<file path="src/rtl/aud_pkg.sv">
// Shared types and widths for the audio mode controller.
package aud_pkg;

    localparam int unsigned ADDR_W = 20;
    localparam int unsigned SPD_W  = 3;

    typedef enum logic [2:0] {
        IDLE       = 3'd0,
        REC        = 3'd1,
        REC_PAUSE  = 3'd2,
        PLAY       = 3'd3,
        PLAY_PAUSE = 3'd4
    } aud_state_e;

endpackage

</file>
<file path="src/rtl/aud_play_addr_gen.sv">
// Playback address generator: detects I2S frame ticks, steps the read address
// fast (multi-word jumps) or slow (one word every N frames), and flags the end
// of the recorded region.
module aud_play_addr_gen #(
    parameter int unsigned ADDR_W = aud_pkg::ADDR_W,
    parameter int unsigned SPD_W  = aud_pkg::SPD_W
) (
    input  logic              i_clk,
    input  logic              i_rst,
    input  logic              i_lrc,
    input  logic              i_en,
    input  logic              i_clr,
    input  logic              i_fast,
    input  logic [SPD_W-1:0]  i_speed,
    input  logic [ADDR_W-1:0] i_rec_len,
    output logic [ADDR_W-1:0] o_play_addr,
    output logic              o_done
);

    logic              lrc_q, lrc_d;
    logic              lrc_vld_q, lrc_vld_d;
    logic [SPD_W-1:0]  speed_q, speed_d;
    logic [SPD_W-1:0]  cnt_q, cnt_d;
    logic [ADDR_W-1:0] addr_q, addr_d;

    logic              tick;
    logic              speed_chg;
    logic [SPD_W-1:0]  cnt_eff;
    logic [ADDR_W:0]   spd_ext;
    logic [ADDR_W:0]   inc;
    logic [ADDR_W:0]   sum;
    logic              advance;
    logic              over;
    logic              done;

    // Tick detection, step size, end-of-record compare and next address/counter.
    always_comb begin
        lrc_d     = i_lrc;
        lrc_vld_d = 1'b1;
        speed_d   = i_speed;

        // lrc_vld_q masks the very first sample so reset never fakes an edge
        tick      = i_lrc & ~lrc_q & lrc_vld_q;
        speed_chg = (i_speed != speed_q);
        cnt_eff   = speed_chg ? '0 : cnt_q;

        spd_ext              = '0;
        spd_ext[SPD_W-1:0]   = i_speed;
        inc                  = i_fast ? (spd_ext + 1'b1) : {{ADDR_W{1'b0}}, 1'b1};
        // One extra bit so a jump past the top of the address space is still "over"
        sum                  = {1'b0, addr_q} + inc;
        advance              = i_fast | (cnt_eff == i_speed);
        over                 = (sum > {1'b0, i_rec_len});
        done                 = i_en & tick & advance & over;

        addr_d = addr_q;
        cnt_d  = cnt_eff;
        if (i_clr) begin
            addr_d = '0;
            cnt_d  = '0;
        end else if (i_en && tick) begin
            if (done) begin
                addr_d = '0;
                cnt_d  = '0;
            end else if (advance) begin
                addr_d = sum[ADDR_W-1:0];
                cnt_d  = '0;
            end else begin
                cnt_d = cnt_eff + 1'b1;
            end
        end
    end

    // State registers with synchronous reset.
    always_ff @(posedge i_clk) begin
        if (i_rst) begin
            lrc_q     <= 1'b0;
            lrc_vld_q <= 1'b0;
            speed_q   <= '0;
            cnt_q     <= '0;
            addr_q    <= '0;
        end else begin
            lrc_q     <= lrc_d;
            lrc_vld_q <= lrc_vld_d;
            speed_q   <= speed_d;
            cnt_q     <= cnt_d;
            addr_q    <= addr_d;
        end
    end

    assign o_play_addr = addr_q;
    assign o_done      = done;

endmodule

</file>
<file path="src/rtl/aud_mode_ctrl.sv">
// Audio path sequencer: key pulses -> recorder start/pause/stop pulses, SRAM
// direction, recording length latch and playback address generation.
module aud_mode_ctrl #(
    parameter int unsigned       ADDR_W   = aud_pkg::ADDR_W,
    parameter logic [ADDR_W-1:0] MAX_ADDR = {ADDR_W{1'b1}},
    parameter int unsigned       SPD_W    = aud_pkg::SPD_W
) (
    input  logic              i_clk,
    input  logic              i_rst,
    input  logic              i_lrc,
    input  logic              i_key_start,
    input  logic              i_key_pause,
    input  logic              i_key_stop,
    input  logic              i_mode,
    input  logic              i_fast,
    input  logic [SPD_W-1:0]  i_speed,
    input  logic [ADDR_W-1:0] i_rec_addr,
    output logic              o_rec_start,
    output logic              o_rec_pause,
    output logic              o_rec_stop,
    output logic              o_sram_we_n,
    output logic              o_play_en,
    output logic [ADDR_W-1:0] o_play_addr,
    output logic [ADDR_W-1:0] o_rec_len,
    output logic [2:0]        o_state
);

    import aud_pkg::*;

    aud_state_e        state_q, state_d;
    logic              rec_start_q, rec_start_d;
    logic              rec_pause_q, rec_pause_d;
    logic              rec_stop_q, rec_stop_d;
    logic              sram_we_n_q, sram_we_n_d;
    logic              play_en_q, play_en_d;
    logic [ADDR_W-1:0] rec_len_q, rec_len_d;

    logic              gen_clr;
    logic              gen_en;
    logic              play_done;

    assign gen_en = (state_q == PLAY);

    aud_play_addr_gen #(
        .ADDR_W (ADDR_W),
        .SPD_W  (SPD_W)
    ) u_play_addr_gen (
        .i_clk       (i_clk),
        .i_rst       (i_rst),
        .i_lrc       (i_lrc),
        .i_en        (gen_en),
        .i_clr       (gen_clr),
        .i_fast      (i_fast),
        .i_speed     (i_speed),
        .i_rec_len   (rec_len_q),
        .o_play_addr (o_play_addr),
        .o_done      (play_done)
    );

    // Next-state, pulse and length-latch decode; key priority stop > pause > start.
    always_comb begin
        state_d     = state_q;
        rec_start_d = 1'b0;
        rec_pause_d = 1'b0;
        rec_stop_d  = 1'b0;
        rec_len_d   = rec_len_q;
        gen_clr     = 1'b0;

        case (state_q)
            IDLE: begin
                if (!i_key_stop && !i_key_pause && i_key_start) begin
                    if (!i_mode) begin
                        state_d     = REC;
                        rec_start_d = 1'b1;
                    end else if (rec_len_q != '0) begin
                        state_d = PLAY;
                        gen_clr = 1'b1;
                    end
                end
            end
            REC: begin
                // Full SRAM ends the take exactly like a stop key
                if (i_key_stop || (i_rec_addr == MAX_ADDR)) begin
                    state_d    = IDLE;
                    rec_stop_d = 1'b1;
                    rec_len_d  = i_rec_addr;
                end else if (i_key_pause) begin
                    state_d     = REC_PAUSE;
                    rec_pause_d = 1'b1;
                end
            end
            REC_PAUSE: begin
                if (i_key_stop) begin
                    state_d    = IDLE;
                    rec_stop_d = 1'b1;
                    rec_len_d  = i_rec_addr;
                end else if (!i_key_pause && i_key_start) begin
                    state_d     = REC;
                    rec_start_d = 1'b1;
                end
            end
            PLAY: begin
                if (i_key_stop) begin
                    state_d = IDLE;
                    gen_clr = 1'b1;
                end else if (play_done) begin
                    state_d = IDLE;
                end else if (i_key_pause) begin
                    state_d = PLAY_PAUSE;
                end
            end
            PLAY_PAUSE: begin
                if (i_key_stop) begin
                    state_d = IDLE;
                    gen_clr = 1'b1;
                end else if (!i_key_pause && i_key_start) begin
                    state_d = PLAY;
                end
            end
            default: begin
                state_d = IDLE;
                gen_clr = 1'b1;
            end
        endcase

        sram_we_n_d = (state_d != REC);
        play_en_d   = (state_d == PLAY);
    end

    // Registered state and outputs with synchronous reset.
    always_ff @(posedge i_clk) begin
        if (i_rst) begin
            state_q     <= IDLE;
            rec_start_q <= 1'b0;
            rec_pause_q <= 1'b0;
            rec_stop_q  <= 1'b0;
            sram_we_n_q <= 1'b1;
            play_en_q   <= 1'b0;
            rec_len_q   <= '0;
        end else begin
            state_q     <= state_d;
            rec_start_q <= rec_start_d;
            rec_pause_q <= rec_pause_d;
            rec_stop_q  <= rec_stop_d;
            sram_we_n_q <= sram_we_n_d;
            play_en_q   <= play_en_d;
            rec_len_q   <= rec_len_d;
        end
    end

    assign o_rec_start = rec_start_q;
    assign o_rec_pause = rec_pause_q;
    assign o_rec_stop  = rec_stop_q;
    assign o_sram_we_n = sram_we_n_q;
    assign o_play_en   = play_en_q;
    assign o_rec_len   = rec_len_q;
    assign o_state     = state_q;

endmodule

</file>
<file path="config.mk">
export PLATFORM = sky130hd
export DESIGN_NAME = aud_mode_ctrl
export DESIGN_NICKNAME = d
export VERILOG_FILES = /design/src/rtl/aud_pkg.sv /design/src/rtl/aud_play_addr_gen.sv /design/src/rtl/aud_mode_ctrl.sv
export SDC_FILE = /design/constraint.sdc
export NUM_CORES = 1
export LEC_CHECK = 0
export ABC_CLOCK_PERIOD_IN_PS = 4600
export CAP_MARGIN = 20
export CORE_MARGIN = 1
export CORE_UTILIZATION = 46
export DETAILED_ROUTE_END_ITERATION = 10
export PLACE_DENSITY_LB_ADDON = 0.1
export SLEW_MARGIN = 20
export SYNTH_ARGS = -nofsm -noshare
export SYNTH_HDL_FRONTEND = slang
export SYNTH_SLANG_ARGS = --single-unit
</file>
<file path="constraint.sdc">
create_clock -name i_clk -period 4.6 [get_ports i_clk]
set_input_delay 0.92 -clock i_clk [delete_from_list [all_inputs] [get_ports i_clk]]
set_output_delay 0.92 -clock i_clk [all_outputs]
set_load 0.02 [all_outputs]
</file>
==> impl_metrics.py <==
metrics = {
    "sta": {
        "finalWorstSetupSlack_ps": 107.3,
        "final_period_minus_worst_setup_slack_ps": 4493,
        "report.final.hold_viol_count": 0,
        "final_min_period_over_clock_period": 0.9767,
        "maxSlewViolCount": 0,
        "skew_ps": 10.75,
        "relSlewSlack": 0.3047,
        "worst_margin_slew_ps": 1043,
        "timing.fmax_mhz": 222.6,
        "final_count_of_negative_setup_slack_endpoints": 0,
    },
    "cells_and_area": {
        "area_growth_pct": 40.35,
        "antennaDiodeCount": 0,
        "fraction_of_final_layout_cells_with_drive_strength_greater_than_1": 0.1498,
        "fin_nets": 593,
    },
    "setup_path": {
        "reg2regPathDepth": 16,
        "crit_chain": "clkdlybuf4s50_1 > buf_4 > nand2_1 > nor2_4 > ha_2 > a21oi_1 > o22ai_2 > and2_4 > nand3_1 > xnor2_1 > ha_1 > nand4_1 > nor4_2 > nand4_1 > buf_4 > o41ai_2 > nand2_1 > or4_1 > a31oi_1",
        "timing.critical_path.slowest_cell_delay_ps": 440,
        "reg2reg_to": "u_play_addr_gen.o_play_addr[16]",
        "critical_path_arrival_ps": 4740,
        "worstSetupPathType": "in -> reg",
        "worst_r2r_startpoint": "u_play_addr_gen.o_play_addr[0]",
        "crit_path_end_kind": "flip-flop",
        "critical-path-slowest-cell": "sky130_fd_sc_hd__clkdlybuf4s50_1",
        "setup.worst_path.start_class": "primary input",
        "reg_to_reg_setup_timing_slack_ps": 810,
        "worst-path-max-fanout": 8,
        "worst_ep_required_time_ps": 4850,
    },
    "power_and_ir_drop": {
        "powerDensity_nw_per_um2": 211.9,
        "p_leak_nw": 2.025,
        "vdd_drop_max_mv": 0.1176,
        "fin_total_pwr_mw": 1.032,
    },
    "status": {
        "run_status": "complete, no violations",
    },
    "placed_design": {
        "gp_congestion": 0.8328,
        "place.port_buffers": 78,
        "dpl.hpwl_um": 6973,
        "pre_cts_ws_ps": -666.1,
    },
    "floorplanning": {
        "core_um2": 7253,
        "chipHeight_um": 88.85,
        "floorplan.die_area_um2": 7893,
        "floorplan.initialDensity": 0.4784,
        "row_count": 31,
        "die_width_um": 88.85,
        "num_io_pins": 79,
    },
    "logic_synthesis": {
        "post_synth_inst_count": 428,
        "synth.net_count": 486,
        "synth_flop_cell": "sky130_fd_sc_hd__dfxtp_1",
        "synth_mux_area_frac": 0.06419,
        "synth.yosys.seq_area_share": 0.3231,
        "ys_seq_elements": 56,
        "yosysUniqueCellTypes": 52,
        "synth_simple_gate_area_share": 0.2683,
        "syn-mean-instance-area_um2": 8.106,
        "synth_xor_xnor_area_share": 0.05554,
        "largest_family_of_logic_cells_by_synthesized_area": "simple AND/OR/NAND/NOR gates",
        "asyncSetResetFlopFracSynth": 0,
        "yosys_warning_count": 0,
        "synth_fa_ha_area_frac": 0.09953,
        "synthesis.area_um2": 3470,
        "synth_compound_gate_area_share": 0.1219,
        "count_of_flip_flops_with_a_built_in_enable_after_synthesis": 0,
    },
    "clocking": {
        "clock_insertion_delay_worst_skew_ps": 310,
        "cts_buffers": 5,
        "cts_tree": "yes",
        "cts-root-to-sink-buffers": 2,
        "clock-root-buffer": "sky130_fd_sc_hd__clkbuf_8",
        "cts_hold_buffers": 0,
        "cts_h_tree_depth": 2,
        "clk_pin_slew_ps": 100,
        "clock_sinks": 56,
    },
    "worst_hold_path": {
        "hold_path.class": "reg -> reg",
        "worst_hold_path.endpoint": "u_play_addr_gen.o_play_addr[3]",
        "worst_hold_path.num_cells": 2,
        "worst_hold_startpoint": "u_play_addr_gen.o_play_addr[3]",
    },
    "global_route": {
        "initial_antenna_violation_count": 0,
        "total_grt_usage": 0.2413,
        "largest_net_degree_at_the_start_of_global_routing": 30,
        "grt.overflow.total": 0,
        "first_global_vias": 3319,
        "wire_length_of_the_first_global_routing_pass_um": 14850,
    },
    "drt": {
        "ant_nets": 0,
        "wl_per_cell_um": 14.98,
        "viasPerCell": 5.457,
        "detail_route.first_pass.iterations": 4,
        "post-route-drc-count": 0,
        "route.vias.total": 3454,
        "first_iter_violations": 110,
        "routed_wirelength_um": 9482,
    },
    "flow_run": {
        "drv.max_cap_violation_count": 0,
    },
}
==> synthesized netlist by cell type (all sizes together), types with 9 or more instances <==
cell type	number	area (um^2)
nor2	38	142.6
nand4	12	75.07
clkbuf	9	33.78
ha	26	325.3
mux2i	21	222.7
dfxtp	56	1121
nand3	32	165.2
nand2	41	153.9
xnor2	18	157.7
buf	12	80.07
nor2b	10	62.56
a21oi	30	153.9
inv	32	120.1
==> state kept, by name (all words and copies together) (netlist names) <==
signal / flops
u_play_addr_gen.speed_q: 3
o_state: 3
o_rec_len: 20
u_play_addr_gen.o_play_addr: 20
o_play_en: 1
u_play_addr_gen.cnt_q: 3
u_play_addr_gen.lrc_vld_q: 1
u_play_addr_gen.lrc_q: 1
o_rec_stop: 1
o_sram_we_n: 1
o_rec_pause: 1
o_rec_start: 1
==> worst max-delay path: cells and delay by family <==
family	cells	cell delay [ps]
and+or+nand+nor	9	1720
buffers and inverters	3	770
adders and majority gates	2	630
AOI/OAI and AO/OA	4	500
xor gates and xnor gates	1	180
==> layout by cell type, fill, tap and decap left out, drive strengths merged, types with 3 or more instances in the layout <==
cell           netlist  layout
clkdlybuf4s50        0      75
dlymetal6s2s         0       3
a211o                3       3
o211ai               3       3
nand4               12      12
xnor2               18      18
ha                  26      26
buf                 12      43
nor2b               10      10
clkbuf               9       5
and2                 7       7
nand3               32      32
xor2                 4       4
and3                 7       7
mux2i               21      21
nor4                 7       7
nor3                 7       7
a21oi               30      30
nand3b               4       4
o21ai                7       7
and4                 5       5
a31oi                5       5
nand2               41      41
dfxtp               56      56
nor2                38      38
or3                  3       3
inv                 32      32
==> worst max path at each step <==
stage               startpoint                               to  slack (ps)  cells past startpoint
global route        i_speed[2]  u_play_addr_gen.o_play_addr[16]         -40                     19
floorplan           i_speed[0]   u_play_addr_gen.o_play_addr[6]         150                     20
finish              i_speed[2]  u_play_addr_gen.o_play_addr[16]         110                     19
CTS                 i_speed[0]                        o_play_en          50                     20
global placement    i_speed[0]                        o_play_en        -510                     20
detailed placement  i_speed[0]                        o_play_en        -670                     19
==> power breakdown <==
part	leakage (nW)	internal, mW	switching, mW
combinational	1.52	0.105	0.111
clock	0.0501	0.157	0.156
sequential	0.454	0.494	0.00930
==> repair_timing <==
| item | CTS | global route |
|---|---|---|
| pin swaps | 2 | 14 |
| endpoints found under the setup margin | 24 | 24 |
| hold endpoints to repair | 0 | 0 |
| resized for setup | 12 | 29 |
| setup buffers | 6 | 4 |
==> cells by family after synthesis <==
logic type	count (synthesis)
muxes	21
and+or+nand+nor	182
adders and majority gates	27
DFF	56
buffers and inverters	53
xor gates and xnor gates	22
AOI/OAI and AO/OA	67
==> routing by layer <==
layer | vias to the layer above | GRT usage | share of wire
li1 | 1714 | - | -
met1 | 1638 | 0.2712 | 0.42
met2 | 82 | 0.4622 | 0.53
met3 | 20 | 0.03638 | 0.036
met4 | 0 | 0.07771 | 0.020
met5 | - | 0 | 0
==> per-stage QoR <==
step / std cells / hold slack (ps) / utilization / setup TNS, ps / area (um^2)
6_report: 633 / 485.4 / 0.6714 / 0 / 4870
4_1_cts: 629 / 488.0 / 0.6486 / 0 / 4705
3_3_place_gp: 617 / 471.1 / 0.6215 / -10060 / 4508
5_1_grt: 633 / 513.1 / 0.6714 / -92.59 / 4870
3_5_place_dp: 617 / 471.9 / 0.6215 / -11680 / 4508
2_1_floorplan: 428 / 487.7 / - / 0 / 3470
==> layout make-up <==
type	count	area, um^2
Fill cell	633	2384
Multi-Input combinational cell	319	2283
Timing Repair Buffer	121	1122
Sequential cell	56	1121
Tap cell	99	123.9
Inverter	32	120.1
Clock buffer	5	68.82
Clock inverter	1	30.03
(Power assumes the default switching activity.)
